File: src/rtl/icc_flag_register_if.sv
// rtl/icc_flag_register_if.sv - ALU/WRPSR inputs and icc outputs of the integer condition-code register
interface icc_flag_register_if #(
    parameter int OPC_W = 3
);
    logic             stall;
    logic             cc_we;
    logic [OPC_W-1:0] op_class;
    logic [31:0]      alu_a;
    logic [31:0]      alu_b;
    logic [31:0]      alu_r;
    logic             alu_cout;
    logic             wrpsr_we;
    logic [3:0]       wrpsr_icc;
    logic             n;
    logic             z;
    logic             v;
    logic             c;
    logic [3:0]       icc;
    logic [3:0]       icc_fwd;
    logic             wrpsr_busy;

    modport master (
        output stall, cc_we, op_class, alu_a, alu_b, alu_r, alu_cout, wrpsr_we, wrpsr_icc,
        input  n, z, v, c, icc, icc_fwd, wrpsr_busy
    );

    modport slave (
        input  stall, cc_we, op_class, alu_a, alu_b, alu_r, alu_cout, wrpsr_we, wrpsr_icc,
        output n, z, v, c, icc, icc_fwd, wrpsr_busy
    );
endinterface

File: src/rtl/icc_flag_register.sv
// rtl/icc_flag_register.sv - PSR.icc producer with ALU flag update and delayed WRPSR write (option: ICC_BYPASS_EN)
module icc_flag_register #(
    parameter int WRPSR_DELAY = 3,
    parameter int OPC_W       = 3
) (
    input  logic                 clk,
    input  logic                 reset_n,
    icc_flag_register_if.slave   bus
);
    typedef enum logic [2:0] {
        OP_ADD   = 3'd0,
        OP_ADDX  = 3'd1,
        OP_SUB   = 3'd2,
        OP_SUBX  = 3'd3,
        OP_LOGIC = 3'd4,
        OP_TADD  = 3'd5,
        OP_TSUB  = 3'd6,
        OP_RSVD  = 3'd7
    } op_class_e;

    localparam logic [2:0] DELAY_LD = 3'(WRPSR_DELAY);

    logic [3:0] icc_q, icc_d;
    logic [3:0] pend_q, pend_d;
    logic [2:0] cnt_q, cnt_d;

    op_class_e  op;
    logic       a31, b31, r31;
    logic       v_add, v_sub, tag_err;
    logic       cc_v, cc_c;
    logic       cc_upd;
    logic       expire;
    logic [3:0] cc_flags;

    assign op  = op_class_e'(bus.op_class[2:0]);
    assign a31 = bus.alu_a[31];
    assign b31 = bus.alu_b[31];
    assign r31 = bus.alu_r[31];

    // B is un-inverted, so subtract overflow tests the opposite sign of B
    assign v_add   = (a31 & b31 & ~r31) | (~a31 & ~b31 & r31);
    assign v_sub   = (a31 & ~b31 & ~r31) | (~a31 & b31 & r31);
    assign tag_err = (|bus.alu_a[1:0]) | (|bus.alu_b[1:0]);

    always_comb begin
        cc_v = 1'b0;
        cc_c = 1'b0;
        case (op)
            OP_ADD, OP_ADDX: begin
                cc_v = v_add;
                cc_c = bus.alu_cout;
            end
            OP_SUB, OP_SUBX: begin
                cc_v = v_sub;
                cc_c = ~bus.alu_cout;
            end
            OP_TADD: begin
                cc_v = v_add | tag_err;
                cc_c = bus.alu_cout;
            end
            OP_TSUB: begin
                cc_v = v_sub | tag_err;
                cc_c = ~bus.alu_cout;
            end
            default: begin
                cc_v = 1'b0;
                cc_c = 1'b0;
            end
        endcase
    end

    assign cc_flags = {r31, (bus.alu_r == 32'd0), cc_v, cc_c};
    assign cc_upd   = bus.cc_we && (op != OP_RSVD);
    assign expire   = (cnt_q == 3'd1);

    // Ordering below gives WRPSR expiry priority over a same-cycle CC update,
    // and lets a new WRPSR reload after the expiring value has been applied.
    always_comb begin
        icc_d  = icc_q;
        pend_d = pend_q;
        cnt_d  = cnt_q;
        if (!bus.stall) begin
            if (cc_upd) begin
                icc_d = cc_flags;
            end
            if (expire) begin
                icc_d = pend_q;
                cnt_d = 3'd0;
            end else if (cnt_q != 3'd0) begin
                cnt_d = cnt_q - 3'd1;
            end
            if (bus.wrpsr_we) begin
                pend_d = bus.wrpsr_icc;
                cnt_d  = DELAY_LD;
            end
        end
    end

    always_ff @(posedge clk or negedge reset_n) begin
        if (!reset_n) begin
            icc_q  <= 4'b0000;
            pend_q <= 4'b0000;
            cnt_q  <= 3'd0;
        end else begin
            icc_q  <= icc_d;
            pend_q <= pend_d;
            cnt_q  <= cnt_d;
        end
    end

    assign bus.icc        = icc_q;
    assign bus.n          = icc_q[3];
    assign bus.z          = icc_q[2];
    assign bus.v          = icc_q[1];
    assign bus.c          = icc_q[0];
    assign bus.wrpsr_busy = (cnt_q != 3'd0);

`ifdef ICC_BYPASS_EN
    // icc_d already equals icc_q when nothing updates, so one mux covers all cases
    assign bus.icc_fwd = bus.stall ? icc_q : icc_d;
`else
    assign bus.icc_fwd = icc_q;
`endif
endmodule
File: src/flat_wrapper.sv
// flat-port wrapper written by rule: the top's interface ports become plain ports
module icc_flag_register_flat 
#(
    parameter int WRPSR_DELAY = 3,
    parameter int OPC_W       = 3
)
  (clk, reset_n, bus_stall, bus_cc_we, bus_op_class, bus_alu_a, bus_alu_b, bus_alu_r, bus_alu_cout, bus_wrpsr_we, bus_wrpsr_icc, bus_n, bus_z, bus_v, bus_c, bus_icc, bus_icc_fwd, bus_wrpsr_busy);
  icc_flag_register_if #(.OPC_W(OPC_W)) bus_i ();
  input  logic clk;
  input  logic reset_n;
  input wire logic [$bits(bus_i.stall)-1:0] bus_stall;
  input wire logic [$bits(bus_i.cc_we)-1:0] bus_cc_we;
  input wire logic [$bits(bus_i.op_class)-1:0] bus_op_class;
  input wire logic [$bits(bus_i.alu_a)-1:0] bus_alu_a;
  input wire logic [$bits(bus_i.alu_b)-1:0] bus_alu_b;
  input wire logic [$bits(bus_i.alu_r)-1:0] bus_alu_r;
  input wire logic [$bits(bus_i.alu_cout)-1:0] bus_alu_cout;
  input wire logic [$bits(bus_i.wrpsr_we)-1:0] bus_wrpsr_we;
  input wire logic [$bits(bus_i.wrpsr_icc)-1:0] bus_wrpsr_icc;
  output wire logic [$bits(bus_i.n)-1:0] bus_n;
  output wire logic [$bits(bus_i.z)-1:0] bus_z;
  output wire logic [$bits(bus_i.v)-1:0] bus_v;
  output wire logic [$bits(bus_i.c)-1:0] bus_c;
  output wire logic [$bits(bus_i.icc)-1:0] bus_icc;
  output wire logic [$bits(bus_i.icc_fwd)-1:0] bus_icc_fwd;
  output wire logic [$bits(bus_i.wrpsr_busy)-1:0] bus_wrpsr_busy;
  assign bus_i.stall = bus_stall;
  assign bus_i.cc_we = bus_cc_we;
  assign bus_i.op_class = bus_op_class;
  assign bus_i.alu_a = bus_alu_a;
  assign bus_i.alu_b = bus_alu_b;
  assign bus_i.alu_r = bus_alu_r;
  assign bus_i.alu_cout = bus_alu_cout;
  assign bus_i.wrpsr_we = bus_wrpsr_we;
  assign bus_i.wrpsr_icc = bus_wrpsr_icc;
  assign bus_n = bus_i.n;
  assign bus_z = bus_i.z;
  assign bus_v = bus_i.v;
  assign bus_c = bus_i.c;
  assign bus_icc = bus_i.icc;
  assign bus_icc_fwd = bus_i.icc_fwd;
  assign bus_wrpsr_busy = bus_i.wrpsr_busy;
  icc_flag_register #(.WRPSR_DELAY(WRPSR_DELAY), .OPC_W(OPC_W)) u_core (.clk(clk), .reset_n(reset_n), .bus(bus_i));
endmodule
File: config.mk
export PLATFORM = sky130hd
export DESIGN_NAME = icc_flag_register_flat
export DESIGN_NICKNAME = d
export VERILOG_FILES = /design/src/rtl/icc_flag_register_if.sv /design/src/rtl/icc_flag_register.sv /design/src/flat_wrapper.sv
export SDC_FILE = /design/constraint.sdc
export NUM_CORES = 1
export LEC_CHECK = 0
export CAP_MARGIN = 5
export CORE_MARGIN = 1
export CORE_UTILIZATION = 20
export DETAILED_ROUTE_END_ITERATION = 8
export PLACE_DENSITY = 0.78
export SLEW_MARGIN = 10
export SYNTH_ARGS = -nofsm -noshare
export SYNTH_HDL_FRONTEND = slang
export SYNTH_SLANG_ARGS = --single-unit
File: constraint.sdc
create_clock -name clk -period 1.62 [get_ports clk]
set_clock_uncertainty 0.1 [all_clocks]
set_input_delay 0.324 -clock clk [delete_from_list [all_inputs] [get_ports clk]]
set_output_delay 0.324 -clock clk [all_outputs]
set_load 0.005 [all_outputs]
Word-level counts from Yosys, hierarchy flattened

Cells that the tools add are included.

Input port bits: 109
Bits in registers: 11
Output and inout port bits: 13
Word-level logic and storage cells: 51

Bitwise operators: 18
Muxes and demuxes: 7
Eq/ne operators: 7
Reductions and logical operators: 15
$add $sub $neg: 1

Operators by type and width:

| operator              | count |
|---|---|
| $logic_not A32 Y1     | 1 |
| $mux W3               | 3 |
| $and A1 B1 Y1         | 8 |
| $mux W4               | 2 |
| $reduce_or A2 Y1      | 4 |
| $eq A3 B1 Y1 const B  | 2 |
| $eq A3 B2 Y1 const B  | 2 |
| $eq A3 B3 Y1 const B  | 2 |
| $reduce_and A2 Y1     | 3 |
| $reduce_bool A3 Y1    | 2 |
| $reduce_or A3 Y1      | 2 |
| $not A1 Y1            | 5 |
| $or A1 B1 Y1          | 5 |
| $pmux W1 S4           | 1 |
| $logic_not A3 Y1      | 1 |
| $ne A3 B3 Y1 const B  | 1 |
| $sub A3 B1 Y3 const B | 1 |
| $pmux W1 S2           | 1 |
| $reduce_bool A2 Y1    | 1 |
| $logic_and A1 B1 Y1   | 1 |

Longest topological paths before layout

Depth in word-level cells: 8
Gate-level depth with buffers: 7
Depth with buffers taken out: 6

Worst setup path before layout

Ideal clock, no wire load.

Kind: reg2reg
Start point: register u_core.cnt_q[1]
End point: register u_core.icc_q[0] (netlist: u_core.bus.icc[0])
Arrival time: 1,530 ps
Data required time: 1,395 ps
Buffers on the path: 1
Setup time: 125 ps
Slack: -134 ps
Cell stages (with the launch flop): 8
Cells stage by stage: dfrtp_1 inv_1 ha_1 nor2b_1 buf_2 a21oi_1 nor2_1 mux2_2

Word-level cells in the longest chain between the ends: 3
Elaborated cells between the ends (all ways): 4

Ends and longest elaborated chain:

| item                         | line                     | RTL |
|---|---|---|
| start, declared              | icc_flag_register.sv:25  | `logic [2:0] cnt_q, cnt_d;` |
| start signal, assigned       | icc_flag_register.sv:107 | `cnt_q <= cnt_d;` |
| $eq A3 B1 Y1 (*)             | icc_flag_register.sv:74  | `assign expire = (cnt_q == 3'd1);` |
| $reduce_bool A2 Y1 (no line) | n/a                      |  |
| $reduce_and A2 Y1 (no line)  | n/a                      |  |
| end signal, assigned         | icc_flag_register.sv:105 | `icc_q <= icc_d;` |
| end, declared                | icc_flag_register.sv:23  | `logic [3:0] icc_q, icc_d;` |

Every way passes the cells marked *; elsewhere a longest branch is shown, timed or not.
A chain may end at the register's enable or synchronous reset.

Worst setup path after layout

Start point: register u_core.cnt_q[0]
End point: register u_core.icc_q[2] (netlist: u_core.bus.icc[2])

The elaborated chain is that of the path after synthesis.

==> flow_metrics.py <==
metrics = {
    "critical_path": {
        "crit_fanout": 4,
        "critPathSlowestCell": "or4_4",
        "r2r_setup_slack_ps": -80,
        "endpoint_kind": "flop",
        "crit_family": "simple AND/OR/NAND/NOR gates",
        "cpPeakStageDelay_ps": 470,
        "cp_num_buf_inv": 2,
        "r2r_start": "u_core.cnt_q[0]$_DFFE_PN0P_",
        "reg2reg_depth": 6,
        "start_kind": "flop",
        "cpMostUsedCell": "buf_6",
        "crit_type": "flop to flop",
        "critPathRequiredTime_ps": 1700,
        "worstReg2RegEnd": "u_core.bus.icc[2]$_DFFE_PN0P_",
        "cp_data_arrival_time_ps": 1780,
        "path_cells": "buf_6 -> ha_4 -> nor2b_4 -> buf_6 -> or4_4 -> a2bb2oi_2",
    },
    "floorplanning": {
        "dieArea_sq_um": 4200,
        "rows": 22,
        "coreArea_sq_um": 3720,
        "die_x_microns": 64.8,
        "die_h_microns": 64.8,
        "initial_core_util": 0.212,
        "ios": 122,
    },
    "power_and_ir_drop": {
        "p_comb_frac": 0.607,
        "p_leak_nw": 0.778,
        "pwr_density_cell_nw_per_um2": 1050,
        "intPower_mw": 1.31,
        "ir_worst_vdd_mv": 0.393,
        "totalPowerFinal_mw": 1.88,
        "netSwitchingPower_mw": 0.571,
        "p_clk_frac": 0.153,
        "power_frac_seq": 0.240,
        "power.switching_fraction": 0.303,
    },
    "placed_design": {
        "portBuffers": 63,
        "dp.cells": 202,
        "post-dp-hpwl_mm": 2.00,
        "preCtsSetupSlack_ps": -413,
        "place.gp.congestion": 0.759,
        "dpl_cell_area_sq_um": 1590,
    },
    "detailed_routing": {
        "ant_nets": 0,
        "drc": 0,
        "viasPerCell": 4.46,
        "wl_per_cell_microns": 11.4,
        "vias": 964,
        "routed_wl_mm": 2.47,
        "dr.pass1.iters": 4,
        "first_iter_violations": 10,
    },
    "global_route": {
        "grt_max_degree": 12,
        "grt_pass1_vias": 924,
        "grt_pass1_wl_mm": 3.94,
        "grt.total_usage": 0.124,
        "grt_overflow": 0,
        "antenna_found_initial": 0,
    },
    "finish": {
        "utilization": 0.483,
        "nets": 281,
        "final_common_cell": "clkdlybuf4s50_1",
        "final_cell_count_no_fill": 216,
        "antennaDiodeCount": 0,
        "areaGrowthSynthToFinish_pct": 128,
        "layout_common_cells": "clkdlybuf4s50_1 (43), buf_4 (24), dlygate4sd2_1 (15)",
        "drive_gt1_frac": 0.333,
        "fin_area_sq_um": 1790,
    },
    "clock_network": {
        "clkLatencyLatePin_ps": 240,
        "clkSinkCount": 11,
        "numCtsBuffers": 3,
        "cts_max_path_buffers": 2,
        "htreeDepth": 1,
        "cts_tree": "yes",
        "cts-root-buf": "clkbuf_8",
        "path_clk_slew_ps": 50,
        "hold_buffers": 0,
    },
    "timing": {
        "tightest_slew_ps": 513,
        "setup_viol": 3,
        "max_clock_freq_ghz": 0.589,
        "relSlewSlack": 0.657,
        "final_hold_viol_count": 0,
        "final.period_utilization": 1.05,
        "rsz0062_at_grt": "true",
        "drv_slew": 0,
        "setup_slack_ps": -79.2,
        "min_period_ps": 1700,
    },
    "synthesis": {
        "netlist.area_leader.share": 0.349,
        "synthXorXnorAreaFrac": 0.0111,
        "synth.avg_cell_area_sq_um": 9.61,
        "ys_warn_count": 0,
        "yosys.area.top_type": "dfrtp_1",
        "synth_nets": 194,
        "ys.flop_type": "dfrtp_1",
        "synth_top_family_by_area": "simple AND/OR/NAND/NOR gates",
        "syn_inst": 82,
        "synthSimpleGateAreaFrac": 0.237,
        "seq_area_frac_synth": 0.349,
        "synthMuxAreaShare": 0.127,
        "synth-async-reset-ratio": 1.00,
        "synth-edff-count": 0,
        "synth_compound_area_frac": 0.127,
        "netlist_area_sq_um": 788,
        "synth-seq-cells": 11,
        "synthAdderAreaFrac": 0.0476,
        "synth.area.top_cells": "dfrtp_1 (35%), mux2_2 (11%), buf_4 (7.6%)",
        "ys_types": 29,
    },
    "flow_run": {
        "drv_cap": 0,
    },
    "worst_hold_path": {
        "hold_path.class": "input pin to async pin",
    },
    "status": {
        "violations": "setup timing",
        "status": "finished with violations",
    },
}
==> layout make-up <==
type                       count  area (sq um)
inverter                       4          15.0
fill                         351          1920
clock buffer                   4          45.0
multi-input combinational     58           557
timing repair buffer          91           842
tap                           48          60.1
sequential                    11           275
==> cell usage after synthesis (3+ instances only) <==
library cell,count
buf_4,8
dfrtp_1,11
ha_1,3
inv_1,4
mux2_2,8
nor2_1,3
nor2b_1,4
nor4_1,8
o21ai_0,6
or4_1,3
==> flip-flops by register name, indices dropped and copies added, names as in the netlist <==
signal and count:
u_core.bus.icc 4, u_core.cnt_q 3, u_core.pend_q 4
==> what timing repair did <==
item,4_1_cts,5_1_grt
gates resized for setup,27,18
buffers inserted,4,6
hold endpoints to repair,0,0
pin swaps,12,6
setup endpoints to repair,8,13
==> metal layers <==
| metal | GRT usage | vias up | wire length (microns) |
|---|---|---|---|
| met5 | 0 | - | 0 |
| met4 | 0.0417 | 0 | 25 |
| met3 | 0.0229 | 2 | 186 |
| met2 | 0.216 | 56 | 1240 |
| met1 | 0.152 | 432 | 1020 |
| li1 | - | 474 | - |
==> logic make-up after synthesis <==
kind of cell	after synthesis
flops	11
fa+ha+maj	3
compound gates	15
buf+inv	13
mux	9
xor+xnor	1
simple gates	30
==> power by group through the flow <==
stage | sequential, mW | combinational (mW) | clock [mW]
2_1_floorplan | 0.450 | 0.452 | 0
3_3_place_gp | 0.451 | 0.897 | 0
3_5_place_dp | 0.461 | 0.918 | 0
4_1_cts | 0.456 | 1.01 | 0.292
5_1_grt | 0.464 | 1.24 | 0.310
6_report | 0.452 | 1.14 | 0.288
==> stage by stage <==
stage	hold slack, ps	setup TNS, ps
after global routing	380	-321
after global placement	388	-1350
final	321	-95.1
after floorplan	-71.6	0
after CTS	338	-110
after detailed placement	401	-1420
==> how the worst max path moves through the flow <==
stage                                          endpoint                         from  slack, ps  cells past startpoint
after global placement    u_core.bus.icc[2]$_DFFE_PN0P_                bus_alu_r[27]       -380                      5
after detailed placement  u_core.bus.icc[2]$_DFFE_PN0P_                 bus_alu_r[9]       -410                      4
after CTS                 u_core.bus.icc[2]$_DFFE_PN0P_  u_core.cnt_q[0]$_DFFE_PN0P_        -80                      6
after floorplan           u_core.bus.icc[2]$_DFFE_PN0P_  u_core.cnt_q[0]$_DFFE_PN0P_          2                      5
after global routing      u_core.bus.icc[2]$_DFFE_PN0P_  u_core.cnt_q[0]$_DFFE_PN0P_       -140                      6
final                     u_core.bus.icc[2]$_DFFE_PN0P_  u_core.cnt_q[0]$_DFFE_PN0P_        -80                      6
(Power assumes the default switching activity.)
